### config.mk
export PLATFORM = sky130hd
export DESIGN_NAME = aes_inv_mix_columns_seq
export DESIGN_NICKNAME = d
export VERILOG_FILES = /design/src/rtl/aes_inv_mix_columns_seq.sv
export SDC_FILE = /design/constraint.sdc
export NUM_CORES = 1
export LEC_CHECK = 0
export ABC_AREA = 1
export ABC_CLOCK_PERIOD_IN_PS = 2600
export BUFFER_PORTS_ARGS = -buffer_cell sky130_fd_sc_hd__buf_2
export CELL_PAD_IN_SITES_DETAIL_PLACEMENT = 1
export CELL_PAD_IN_SITES_GLOBAL_PLACEMENT = 1
export CORE_MARGIN = 4
export CORE_UTILIZATION = 38
export DETAILED_ROUTE_END_ITERATION = 7
export PLACE_DENSITY = 0.8
export RECOVER_POWER = 100
export SLEW_MARGIN = 20
export SYNTH_ARGS = -nofsm -noshare
export SYNTH_HDL_FRONTEND = slang
export SYNTH_SLANG_ARGS = --single-unit
### constraint.sdc
create_clock -name clk -period 2.6 [get_ports clk]
set_clock_uncertainty 0.05 [all_clocks]
set_input_delay 0 -clock clk [delete_from_list [all_inputs] [get_ports clk]]
set_output_delay 0 -clock clk [all_outputs]
set_load 0.02 [all_outputs]
### src/rtl/aes_inv_mix_columns_seq.sv
// AES InvMixColumns over a 128-bit state.
// One column per clock through a shared GF(2^8) unit.
module aes_inv_mix_columns_seq #(
  parameter int NCOL = 4
) (
  input  logic         clk,
  input  logic         rst_n,
  input  logic         in_valid,
  output logic         in_ready,
  input  logic [127:0] in_state,
  input  logic         in_bypass,
  output logic         out_valid,
  input  logic         out_ready,
  output logic [127:0] out_state
);

  typedef enum logic [1:0] {
    S_RST,
    S_IDLE,
    S_CALC,
    S_DONE
  } state_t;

  localparam logic [1:0] LAST = 2'(NCOL - 1);

  state_t       state_q;
  state_t       state_d;
  logic [127:0] src_reg;
  logic [127:0] res_reg;
  logic         byp_reg;
  logic [1:0]   col_cnt;
  logic [31:0]  col_in;
  logic [31:0]  col_mix;
  logic [31:0]  col_out;

  function automatic logic [7:0] xt(
    input logic [7:0] v
  );
    return {v[6:0], 1'b0} ^ (v[7] ? 8'h1b : 8'h00);
  endfunction

  function automatic logic [7:0] m09(
    input logic [7:0] v
  );
    return xt(xt(xt(v))) ^ v;
  endfunction

  function automatic logic [7:0] m0b(
    input logic [7:0] v
  );
    return xt(xt(xt(v))) ^ xt(v) ^ v;
  endfunction

  function automatic logic [7:0] m0d(
    input logic [7:0] v
  );
    return xt(xt(xt(v))) ^ xt(xt(v)) ^ v;
  endfunction

  function automatic logic [7:0] m0e(
    input logic [7:0] v
  );
    return xt(xt(xt(v))) ^ xt(xt(v)) ^ xt(v);
  endfunction

  assign in_ready  = (state_q == S_IDLE);
  assign out_valid = (state_q == S_DONE);
  assign out_state = res_reg;

  // select the column currently being processed
  always_comb begin
    col_in = src_reg[127 - 32*int'(col_cnt) -: 32];
  end

  // shared inverse-mix column unit, with bypass
  always_comb begin
    logic [7:0] a0, a1, a2, a3;
    a0 = col_in[31:24];
    a1 = col_in[23:16];
    a2 = col_in[15:8];
    a3 = col_in[7:0];
    col_mix = {
      m0e(a0) ^ m0b(a1) ^ m0d(a2) ^ m09(a3),
      m09(a0) ^ m0e(a1) ^ m0b(a2) ^ m0d(a3),
      m0d(a0) ^ m09(a1) ^ m0e(a2) ^ m0b(a3),
      m0b(a0) ^ m0d(a1) ^ m09(a2) ^ m0e(a3)
    };
    col_out = byp_reg ? col_in : col_mix;
  end

  // state register
  always_ff @(posedge clk or negedge rst_n) begin
    if (!rst_n) state_q <= S_RST;
    else        state_q <= state_d;
  end

  // next-state logic
  always_comb begin
    state_d = state_q;
    unique case (state_q)
      S_RST:  state_d = S_IDLE;
      S_IDLE: if (in_valid) state_d = S_CALC;
      S_CALC: if (col_cnt == LAST) state_d = S_DONE;
      S_DONE: if (out_ready) state_d = S_IDLE;
      default: state_d = S_RST;
    endcase
  end

  // capture input and accumulate result columns
  always_ff @(posedge clk or negedge rst_n) begin
    if (!rst_n) begin
      src_reg <= '0;
      res_reg <= '0;
      byp_reg <= 1'b0;
      col_cnt <= '0;
    end else begin
      if (state_q == S_IDLE && in_valid) begin
        src_reg <= in_state;
        byp_reg <= in_bypass;
        col_cnt <= '0;
      end
      if (state_q == S_CALC) begin
        res_reg[127 - 32*int'(col_cnt) -: 32] <= col_out;
        col_cnt <= col_cnt + 2'd1;
      end
    end
  end

endmodule

==> results.py <==
metrics = {
    "min_path": {
        "min_to": "src_reg[72]$_DFFE_PN0P_",
        "whs_path_depth": 3,
        "hold_path_class": "in -> reg",
        "hold_start": "in_state[72]",
    },
    "timing": {
        "worst_pin_slew_ps": 1538,
        "setup_slack_ps": -331.4,
        "fmax_mhz": 341.1,
        "fin_crit_ps": 2931,
        "setup_violations": 172,
        "hold_viol": 0,
        "grt_setup_unrepaired": "true",
        "fin_crit_sh": 1.127,
        "final-max-slew-violation-count": 98,
        "relSlewSlack": -0.02539,
    },
    "placement": {
        "pre_cts_slack_ps": -293.1,
        "dpl.hpwl_mm": 49.36,
        "gp_congestion": 0.9888,
        "io_buffers": 262,
    },
    "critical_path": {
        "setup.worst_path.end_class": "flop",
        "cp_cell_sequence": "clkinv_8 > buf_12 > nand2_1 > nand3_2 > nand2_4 > buf_4 > xnor2_1 > buf_4 > nand2_1 > nand2_1 > nand2_2 > nand2_1 > nand3_2 > nand2_1 > nand2_1 > nand2_1 > nand2_2 > nand4_1 > nand2_1",
        "max_stage_delay_ps": 560,
        "path_max_fanout": 14,
        "required_ps": 3020,
        "cp.arrival_ps": 3350,
        "crit_path_start_kind": "flop",
        "crit_path_top_delay_cell": "dfrtp_4",
        "crit_top_cell": "nand2_1",
        "reg2reg_depth": 19,
        "regToRegEndpoint": "out_state[67]$_DFFE_PN0P_",
        "r2r_start": "col_cnt[0]$_DFFE_PN0P_",
        "worstSetupPathType": "reg -> reg",
        "reg2reg_setup_slack_ps": -330,
    },
    "routing": {
        "routed_wl_mm": 84.20,
        "routedWlPerCell_um": 26.03,
        "vias": 18190,
        "remaining_drc_errors": 0,
        "initialDrtViolationCount": 1395,
        "ant_nets": 0,
        "drtPass1Iterations": 5,
        "routed_via_density": 5.623,
    },
    "global_routing": {
        "grt_usage": 0.3363,
        "grt_pass1_wl_mm": 116.8,
        "antenna_found_initial": 4,
        "first_global_vias": 19170,
        "grt-ovfl-total": 0,
        "grt_max_degree": 98,
    },
    "layout": {
        "nets": 2815,
        "regArea_mm2": 0.006536,
        "fillers": 4886,
        "drive_gt1_frac": 0.3658,
        "multi_input_area_mm2": 0.01001,
        "area_growth_pct": 49.42,
    },
    "clocking": {
        "cts_tree": "built",
        "clock_latency_ps": 610,
        "cts_inserted_buffers": 30,
        "clk_pin_slew_ps": 80,
        "htree_levels": 1,
        "cts.sinks": 261,
        "clk_path_buf_depth": 3,
        "cts_root_buffer": "clkbuf_16",
    },
    "synthesis": {
        "synth_cell_type_count": 34,
        "ys_seq_area_frac": 0.4116,
        "synth_area_leader_cell": "dfrtp_1",
        "synthesis.nets": 2197,
        "synth-warning-count": 0,
        "synth.area.top_cells": "dfrtp_1, nand2_1, mux2_2",
        "ys_ff_latch": 261,
        "netlist.area_leader.share": 0.4116,
        "avgSynthCellArea_um2": 7.717,
        "syn_area_mm2": 0.01587,
        "synthCells": 2056,
    },
    "floorplan": {
        "boundaryPins": 263,
        "design.core.area_mm2": 0.04102,
        "die_y_um": 212.3,
        "die_x_um": 212.3,
        "fp.dieArea_mm2": 0.04509,
        "start_util": 0.3868,
        "num_rows": 74,
    },
    "job": {
        "cap_violations": 1,
    },
    "run_status": {
        "status": "finished with violations",
        "violations": "capacitance limit, slew limit, setup timing",
    },
}
==> cells by family after synthesis <==
group	synth area share
simple gates	0.3789
flops	0.4116
buf+inv	0.05268
mux	0.08020
xor+xnor	0.05867
compound gates	0.01159
fa+ha+maj	0.006309
==> cell usage after synthesis (all sizes together) <==
master,instances
nand4,112
mux2,113
xor2,53
o221ai,1
o21ai,13
ha,8
a21o,2
nand3b,5
nand3,215
dfrtp,261
nor2,34
a21oi,16
and2,1
buf,37
clkinv,1
clkbuf,51
xnor2,43
or2,9
nand2,983
inv,98
==> layer usage <==
layer,track usage,part of all wire,vias to the layer above
met4,0.1386,0.068,0
li1,-,-,7878
met1,0.4090,0.38,9040
met2,0.6005,0.50,901
met5,0,0,-
met3,0.04604,0.058,373
==> what timing repair did <==
item                       4_1_cts  5_1_grt
gates cloned                     4        5
setup buffers                   27       32
hold endpoints to repair       345        0
hold buffers                   132        0
pin swaps                       60       94
gates resized for setup        207      195
setup endpoints to repair      128      128
==> critical path, delay by kind of cell, from the launching register on <==
family | cells | cell delay (ps)
AND/OR/NAND/NOR | 14 | 1290
buffers and inverters | 4 | 660
XOR/XNOR | 1 | 230
flip-flops | 1 | 560
==> layout make-up <==
| cell class | count | area share |
|---|---|---|
| clock buffers | 43 | 0.03626 |
| flip-flops and latches | 261 | 0.2757 |
| inverters | 99 | 0.01652 |
| clock inverters | 13 | 0.005858 |
| diodes | 5 | 0.0005278 |
| multi-input cells | 1608 | 0.4222 |
| repair buffers | 673 | 0.2146 |
| repair inverters | 1 | 0.0002639 |
| well taps | 532 | 0.02808 |
==> how the worst max path moves through the flow <==
stage | from | end | slack (ps) | depth (start not counted)
global route | col_cnt[0]$_DFFE_PN0P_ | out_state[83]$_DFFE_PN0P_ | -430 | 21
global placement | col_cnt[1]$_DFFE_PN0P_ | out_state[123]$_DFFE_PN0P_ | -210 | 19
floorplan | col_cnt[0]$_DFFE_PN0P_ | out_state[55]$_DFFE_PN0P_ | 90 | 12
CTS | col_cnt[0]$_DFFE_PN0P_ | out_state[105]$_DFFE_PN0P_ | -110 | 15
detailed placement | col_cnt[0]$_DFFE_PN0P_ | out_state[123]$_DFFE_PN0P_ | -290 | 21
finish | col_cnt[0]$_DFFE_PN0P_ | out_state[67]$_DFFE_PN0P_ | -330 | 19
==> metrics by stage <==
| step | instance area (um^2) | hold slack, ps | TNS, ps | utilization | cells |
|---|---|---|---|---|---|
| 2_1_floorplan | 15870 | -345.6 | 0 | - | 2056 |
| 3_3_place_gp | 19310 | 60.17 | -8041 | 0.4707 | 2974 |
| 3_5_place_dp | 19310 | 65.90 | -17270 | 0.4707 | 2974 |
| 4_1_cts | 22790 | 43.02 | -6048 | 0.5556 | 3193 |
| 5_1_grt | 23710 | 124.8 | -43630 | 0.5780 | 3235 |
| 6_report | 23710 | 121.3 | -28520 | 0.5780 | 3235 |
==> cells in the final DEF (no fill, tap or decap), drive strengths merged, types with 8 or more instances in the layout <==
master	n
nand2	983
clkinv	10
or2	9
a21oi	16
nand3	215
xor2	53
mux2	113
nand4	112
buf	389
dlygate4sd3	132
nor2	34
dfrtp	261
xnor2	43
inv	100
clkbuf	195
o21ai	13
ha	8
Power is not shown: default switching activity piles up to over one toggle a cycle in this logic, so the estimate is an artifact.
